### src/rtl/io_pkg.sv
// Shared definitions for the io_debounce block.
//   deb_state_t          : per-channel debounce FSM state (2-bit encoding)
//   SYNC_STAGES_DEF      : default synchroniser depth
//   DEBOUNCE_CYCLES_DEF  : default number of stable samples to accept a level
//   cnt_width()          : width of a counter that must hold 0..n
package io_pkg;

  typedef enum logic [1:0] {
    STABLE_LO = 2'b00,
    WAIT_HI   = 2'b01,
    STABLE_HI = 2'b10,
    WAIT_LO   = 2'b11
  } deb_state_t;

  localparam int unsigned SYNC_STAGES_DEF     = 2;
  localparam int unsigned DEBOUNCE_CYCLES_DEF = 4;

  function automatic int unsigned cnt_width(input int unsigned n);
    return $clog2(n + 1);
  endfunction

endpackage

### src/rtl/debounce_ch.sv
// Single debounce channel: synchroniser chain, run-length counter, 4-state
// FSM and registered edge pulses.
//   clk, reset   : rising-edge clock, synchronous active-high reset
//   din          : raw asynchronous level
//   clean        : debounced level (registered)
//   rise, fall   : one-cycle pulses on clean 0->1 / 1->0 (registered)
//   change_next  : rise|fall as they will be registered on the next edge,
//                  so the parent can register an aligned any_change
module debounce_ch
  import io_pkg::*;
#(
  parameter int unsigned SYNC_STAGES     = SYNC_STAGES_DEF,
  parameter int unsigned DEBOUNCE_CYCLES = DEBOUNCE_CYCLES_DEF
) (
  input  logic clk,
  input  logic reset,
  input  logic din,
  output logic clean,
  output logic rise,
  output logic fall,
  output logic change_next
);

  localparam int unsigned    CW       = cnt_width(DEBOUNCE_CYCLES);
  localparam logic [CW-1:0]  CNT_LAST = CW'(DEBOUNCE_CYCLES - 1);

  logic [SYNC_STAGES-1:0] sync;
  logic                   s;

  deb_state_t    state, state_next;
  logic [CW-1:0] cnt, cnt_next;
  logic          clean_next, rise_next, fall_next;

  always_ff @(posedge clk) begin
    if (reset) sync <= '0;
    else       sync <= {sync[SYNC_STAGES-2:0], din};
  end

  assign s = sync[SYNC_STAGES-1];

  always_comb begin
    state_next = state;
    cnt_next   = cnt;
    clean_next = clean;
    rise_next  = 1'b0;
    fall_next  = 1'b0;
    case (state)
      STABLE_LO: begin
        if (s) begin
          state_next = WAIT_HI;
          cnt_next   = CW'(1);
        end
      end
      WAIT_HI: begin
        if (!s) begin
          state_next = STABLE_LO;
          cnt_next   = '0;
        end else if (cnt == CNT_LAST) begin
          // counter never exceeds DEBOUNCE_CYCLES-1, so no wrap is possible
          state_next = STABLE_HI;
          cnt_next   = '0;
          clean_next = 1'b1;
          rise_next  = 1'b1;
        end else begin
          cnt_next = cnt + CW'(1);
        end
      end
      STABLE_HI: begin
        if (!s) begin
          state_next = WAIT_LO;
          cnt_next   = CW'(1);
        end
      end
      WAIT_LO: begin
        if (s) begin
          state_next = STABLE_HI;
          cnt_next   = '0;
        end else if (cnt == CNT_LAST) begin
          state_next = STABLE_LO;
          cnt_next   = '0;
          clean_next = 1'b0;
          fall_next  = 1'b1;
        end else begin
          cnt_next = cnt + CW'(1);
        end
      end
      default: begin
        state_next = STABLE_LO;
        cnt_next   = '0;
      end
    endcase
  end

  always_ff @(posedge clk) begin
    if (reset) begin
      state <= STABLE_LO;
      cnt   <= '0;
      clean <= 1'b0;
      rise  <= 1'b0;
      fall  <= 1'b0;
    end else begin
      state <= state_next;
      cnt   <= cnt_next;
      clean <= clean_next;
      rise  <= rise_next;
      fall  <= fall_next;
    end
  end

  assign change_next = rise_next | fall_next;

endmodule

### src/rtl/io_debounce.sv
// Multi-channel input debouncer: WIDTH independent debounce_ch instances
// plus a registered any_change flag.
//   clk, reset  : rising-edge clock, synchronous active-high reset
//   IO_input    : raw asynchronous levels [WIDTH]
//   IO_clean    : debounced levels [WIDTH]
//   IO_rise     : one-cycle 0->1 pulses [WIDTH]
//   IO_fall     : one-cycle 1->0 pulses [WIDTH]
//   any_change  : one-cycle pulse, OR of all rise/fall pulses in that cycle
module io_debounce
  import io_pkg::*;
#(
  parameter int unsigned SYNC_STAGES     = SYNC_STAGES_DEF,
  parameter int unsigned DEBOUNCE_CYCLES = DEBOUNCE_CYCLES_DEF,
  parameter int unsigned WIDTH           = 4
) (
  input  logic             clk,
  input  logic             reset,
  input  logic [WIDTH-1:0] IO_input,
  output logic [WIDTH-1:0] IO_clean,
  output logic [WIDTH-1:0] IO_rise,
  output logic [WIDTH-1:0] IO_fall,
  output logic             any_change
);

  logic [WIDTH-1:0] change_next;

  for (genvar i = 0; i < WIDTH; i++) begin : g_ch
    debounce_ch #(
      .SYNC_STAGES    (SYNC_STAGES),
      .DEBOUNCE_CYCLES(DEBOUNCE_CYCLES)
    ) u_ch (
      .clk        (clk),
      .reset      (reset),
      .din        (IO_input[i]),
      .clean      (IO_clean[i]),
      .rise       (IO_rise[i]),
      .fall       (IO_fall[i]),
      .change_next(change_next[i])
    );
  end

  // Reduce the channels' next-cycle pulses so any_change lands in the same
  // cycle as the IO_rise/IO_fall bits it summarises.
  always_ff @(posedge clk) begin
    if (reset) any_change <= 1'b0;
    else       any_change <= |change_next;
  end

endmodule

### config.mk
export PLATFORM = sky130hd
export DESIGN_NAME = io_debounce
export DESIGN_NICKNAME = d
export VERILOG_FILES = /design/src/rtl/io_pkg.sv /design/src/rtl/debounce_ch.sv /design/src/rtl/io_debounce.sv
export SDC_FILE = /design/constraint.sdc
export NUM_CORES = 1
export LEC_CHECK = 0
export BUFFER_PORTS_ARGS = -buffer_cell sky130_fd_sc_hd__buf_4
export CORE_ASPECT_RATIO = 2
export CORE_MARGIN = 10
export CORE_UTILIZATION = 30
export DETAILED_ROUTE_END_ITERATION = 8
export GPL_TIMING_DRIVEN = 0
export PLACE_DENSITY_LB_ADDON = 0.2
export SLEW_MARGIN = 0
export SYNTH_ARGS = -nofsm -noshare
export SYNTH_HDL_FRONTEND = slang
export SYNTH_HIERARCHICAL = 1
export SYNTH_SLANG_ARGS = --single-unit
### constraint.sdc
create_clock -name clk -period 1.8 [get_ports clk]
set_clock_uncertainty 0.1 [all_clocks]
set_input_delay 0.09 -clock clk [delete_from_list [all_inputs] [get_ports clk]]
set_output_delay 0.09 -clock clk [all_outputs]
set_load 0.1 [all_outputs]
# After elaboration in Yosys (flattened, before gate mapping)
# Index checks and enable logic that the tools add are counted.
[word_totals] regBits=41 input_bits=6 out_inout_bits=13
[classes] addsub=4 n_eq_ne=48 mux=92 bitwise_logic=4 reduce_logical=21
[ops] cell="$mux W3" n=20
[ops] cell="$mux W2" n=24
[ops] cell="$pmux W3 S4" n=4
[ops] cell="$mux W1" n=36
[ops] cell="$ne A2 B1 Y1 const B" n=16
[ops] cell="$pmux W2 S4" n=4
[ops] cell="$reduce_and A5 Y1" n=4
[ops] cell="$eq A2 B2 Y1 const B" n=8
[ops] cell="$ne A2 B2 Y1 const B" n=8
[ops] cell="$reduce_and A4 Y1" n=4
[ops] cell="$add A3 B1 Y3 const B" n=4
[ops] cell="$eq A3 B2 Y1 const B" n=4
[ops] cell="$ne A3 B1 Y1 const B" n=4
[ops] cell="$ne A3 B3 Y1 const B" n=4
[ops] cell="$eq A2 B1 Y1 const B" n=4
[ops] cell="$logic_not A2 Y1" n=4
[ops] cell="$pmux W1 S2" n=4
[ops] cell="$reduce_and A2 Y1" n=4
[ops] cell="$reduce_bool A2 Y1" n=4
[ops] cell="$or A1 B1 Y1" n=4
[ops] cell="$reduce_or A4 Y1" n=1

# Depth between registers and ports, before layout
[logic_depth] word_depth=6 depth_mapped=5 depth_no_buf=5

# By module
# Netlist, hierarchy kept.
[by_module_without_submodules] module="debounce_ch" instances=4 cells_per_inst=37 area_per_inst_um2=394.1 seq_area_each_um2=200.2
[by_module_without_submodules] module="io_debounce" instances=1 cells_per_inst=3 area_per_inst_um2=30.0 seq_area_each_um2=20.0

# Least setup slack after synthesis
# Ideal clock, no wire load.
[synth_timing] path_kind="register to register" startpoint="register g_ch[0].u_ch/clean (netlist name)" endpoint="register g_ch[0].u_ch.clean" setup_time_ns=0.071 arrival_ns=1.279 setup_slack_ns=0.351 path_stages_with_launch=3 period_less_slack_ns=1.449 cell_sequence="dfxtp_1 > o21ai_0 > a21oi_1"
[synth_rtl] element="to (signal assigned)" line="debounce_ch.sv:104" source="clean <= clean_next;"
[synth_rtl] element="to (decl)" line="debounce_ch.sv:18" source="output logic clean,"

# Worst setup path in the final report
[layout_timing] startpoint="register g_ch[1].u_ch.cnt[0]" endpoint="register any_change"
[layout_between] elab_chain_cells=6
[layout_lines] element="from (decl)" line="debounce_ch.sv:31" source="logic [CW-1:0] cnt, cnt_next;"
[layout_lines] element="from (signal assigned)" line="debounce_ch.sv:103" source="cnt <= cnt_next;"
[layout_lines] element="$eq A3 B2 Y1 *" line="debounce_ch.sv:58, debounce_ch.sv:78"
[layout_lines] element="$mux W1 *" line="debounce_ch.sv:58, debounce_ch.sv:78"
[layout_lines] element="$mux W1, on equally long branches" line="debounce_ch.sv:55, debounce_ch.sv:75"
[layout_lines] element="$mux W1" line="debounce_ch.sv:47" source="case (state)"
[layout_lines] element="$or A1 B1 Y1 *" line="debounce_ch.sv:110" source="assign change_next = rise_next | fall_next;"
[layout_lines] element="via change_next[1]" line="io_debounce.sv:25" source="logic [WIDTH-1:0] change_next;"
[layout_lines] element="$reduce_or A4 Y1 *" line="io_debounce.sv:46" source="else any_change <= |change_next;"
[layout_lines] element="to (signal assigned)" line="io_debounce.sv:46"
[layout_lines] element="to (decl)" line="io_debounce.sv:22" source="output logic any_change"
# The timed path passes the listed nets; every way through them passes the cells marked *.
# A chain may end at the register's enable or synchronous reset.

==> results_dict.tcl <==
set metrics [dict create \
    hp-class "reg2reg" \
    regToRegStartpoint "g_ch[1].u_ch/cnt[0]$_SDFFE_PP0P_" \
    clkLatencyLatePin_ps 280 \
    clkSinkCount 41 \
    reg2reg_slack_ps 330 \
    syn-num-nets 161 \
    ant_nets 0 \
    firstDrtPassIters 4 \
    cts_tree "built" \
    power.density_nw_per_um2 940.1 \
    cap_violations 0 \
    worstPathArrival_ps 1550 \
    ys_ff_latch 41 \
    min_period_ps 1467 \
    synth_top_cells_by_count "41 x dfxtp_1, 17 x nor2_1, 12 x a21oi_1" \
    worstHoldStart "g_ch[3].u_ch/sync[0]$_SDFF_PP0_" \
    netlist_area_um2 1607 \
    synth_edf_count 0 \
    yosys.area.top_type "dfxtp_1" \
    die_y_um 123.5 \
    synth-main-ff-cell "dfxtp_1" \
    core_um2 5185 \
    p_leak_uw 0.0008071 \
    final_nets 191 \
    clock-root-buffer "clkbuf_8" \
    fin_util_pct 38.20 \
    htree_num_levels 2 \
    synth_compound_area_share_pct 15.26 \
    drc 0 \
    power.internal_uw 1436 \
    via_count 1181 \
    finalSetupViolCount 0 \
    finalPower_uw 1862 \
    reg2regPathDepth 5 \
    routabilityCongestion 0.7660 \
    r2r-end "any_change$_SDFF_PP0_" \
    rsz0062_at_grt "no" \
    synth_area_per_cell_um2 10.64 \
    die_w_um 71.75 \
    combinationalPowerShare_pct 8.4 \
    synth.most_common_cell "dfxtp_1" \
    drive_gt1_share_pct 20.33 \
    maxSlewHeadroom_pct 72.60 \
    grt_pass1_wl_mm 5.216 \
    cts_setup_buffers 0 \
    cts_max_path_buffers 2 \
    dieArea_um2 8860 \
    ios 19 \
    grt_overflow 0 \
    synthAdderAreaFrac_pct 3.115 \
    critPathCaptureType "register" \
    worst_pin_slew_ps 411.0 \
    drt_iter0_drc 64 \
    synth-simple-area-share_pct 21.50 \
    cp.required_ps 1880 \
    synthCells 151 \
    worstSetupPathType "reg2reg" \
    path_clk_slew_ps 80 \
    yosys.area_share.xor_xnor_pct 6.231 \
    start_util_pct 30.98 \
    wire_per_inst_um 12.93 \
    ir_worst_vdd_v 0.0005699 \
    slew_viol_final 0 \
    async_flop_share_pct 0 \
    grt_usage_pct 7.250 \
    synth-seq-area-share_pct 51.09 \
    routed_wl_mm 3.104 \
    yosys-top-cells-area "dfxtp_1 51%, nor4b_1 4.4%, xor2_2 4.0%" \
    numCtsBuffers 5 \
    via_per_inst 4.921 \
    area_growth_pct 23.29 \
    antenna_found_initial 0 \
    grt_max_degree 13 \
    p_seq_share_pct 51.2 \
    dp_hpwl_mm 2.325 \
    finalHoldViolCount 0 \
    yosysWarnings 6 \
    placement.io_buffers 18 \
    fp-row-count 37 \
    fmax_ghz 0.6816 \
    grt_pass1_vias 1189 \
    fin_crit_sh_pct 81.50 \
    critPathLaunchType "register" \
    status "finished, final reports clean" \
    power_frac_clock_pct 40.3 \
    ys_types 20 \
    swShare_pct 22.87 \
    synth_top_cell_area_share_pct 51.09 \
    hold_path_end "g_ch[3].u_ch/sync[1]$_SDFF_PP0_" \
    worst-path-max-fanout 6 \
    num_antenna_cells 0 \
    p_switching_uw 425.8 \
    whs_path_depth 1 \
    synth.area.mux_share_pct 0 \
    synth_top_family_by_area "simple AND/OR/NAND/NOR gates" \
    tns_ps 0 \
]
==> worst max-delay path, cell delays in order (launching register included) <==
cell	delay, ps
dfxtp_1	340
ha_1	230
nand3b_1	220
nor2_1	120
nor4_1	290
nor2_1	60
==> kinds of logic after synthesis <==
logic type      after synthesis
simple gates                 54
flops                        41
compound gates               32
buf+inv                      12
xor+xnor                      8
fa+ha+maj                     4
==> worst max path at each step <==
stage,start,endpoint,cells past startpoint
after floorplan,g_ch[0].u_ch/clean$_SDFFE_PP0P_,g_ch[0].u_ch/clean$_SDFFE_PP0P_,2
after global placement,g_ch[1].u_ch/cnt[0]$_SDFFE_PP0P_,any_change$_SDFF_PP0_,5
after detailed placement,g_ch[1].u_ch/cnt[0]$_SDFFE_PP0P_,any_change$_SDFF_PP0_,5
after CTS,g_ch[1].u_ch/cnt[0]$_SDFFE_PP0P_,any_change$_SDFF_PP0_,5
after global routing,g_ch[1].u_ch/cnt[0]$_SDFFE_PP0P_,any_change$_SDFF_PP0_,5
final,g_ch[1].u_ch/cnt[0]$_SDFFE_PP0P_,any_change$_SDFF_PP0_,5
==> timing repair <==
action | 4_1_cts | 5_1_grt
resized for setup | 0 | 0
endpoints found under the hold margin | 5 | 0
hold buffers | 5 | 0
==> routing by layer <==
metal	vias up	wire length, um	GRT usage [%]
met5	-	0	0
met4	0	62	4.501
met3	4	155	2.646
met2	19	1638	12.42
met1	556	1248	7.213
li1	602	-	-
==> placed cells by master (no fill, tap or decap) <==
cell	n
a2111oi_2	4
a21oi_1	12
and3_1	4
and3_2	4
and4b_1	4
buf_4	18
bufinv_16	1
clkbuf_1	5
clkbuf_8	6
dfxtp_1	41
dlygate4sd3_1	5
ha_1	4
inv_1	8
nand3b_1	8
nor2_1	17
nor2b_1	8
nor4_1	1
nor4b_1	8
o2111ai_1	4
o211a_1	4
o21ai_0	4
o21bai_1	4
xnor2_1	4
xor2_2	4
==> through the flow <==
stage	setup WS, ps	hold slack (ps)	instances	instance area (um2)
after floorplan	350.7	62.38	151	1607
after global placement	366.3	200.3	227	1814
after detailed placement	338.3	194.4	227	1814
after CTS	333.1	351.3	240	1981
after global routing	247.0	364.5	240	1981
final	332.9	343.3	240	1981
==> power by group through the flow <==
stage / sequential, uW / combinational (uW) / clock, uW
CTS: 954 / 159 / 780
floorplan: 1030 / 54.6 / 0
global placement: 974 / 146 / 0
finish: 954 / 157 / 751
global route: 959 / 171 / 818
detailed placement: 975 / 150 / 0
==> state kept, by name, indices dropped and copies added (netlist names), named ones only <==
| name | flops |
|---|---|
| g_ch.u_ch/cnt | 12 |
| g_ch.u_ch/sync | 8 |
| g_ch.u_ch/clean | 4 |
| g_ch.u_ch/fall | 4 |
| g_ch.u_ch/rise | 4 |
| g_ch.u_ch/state | 4 |
| any_change | 1 |
==> cell type report <==
| class | instances | area, um2 |
|---|---|---|
| Fill cell | 525 | 3204 |
| Multi-Input combinational cell | 98 | 740.7 |
| Inverter | 8 | 30.03 |
| Sequential cell | 41 | 820.8 |
| Timing Repair Buffer | 23 | 185.2 |
| Clock inverter | 1 | 30.03 |
| Buffer | 4 | 15.01 |
| Tap cell | 58 | 72.57 |
| Clock buffer | 7 | 86.33 |
Power figures use the tool's default switching activity.
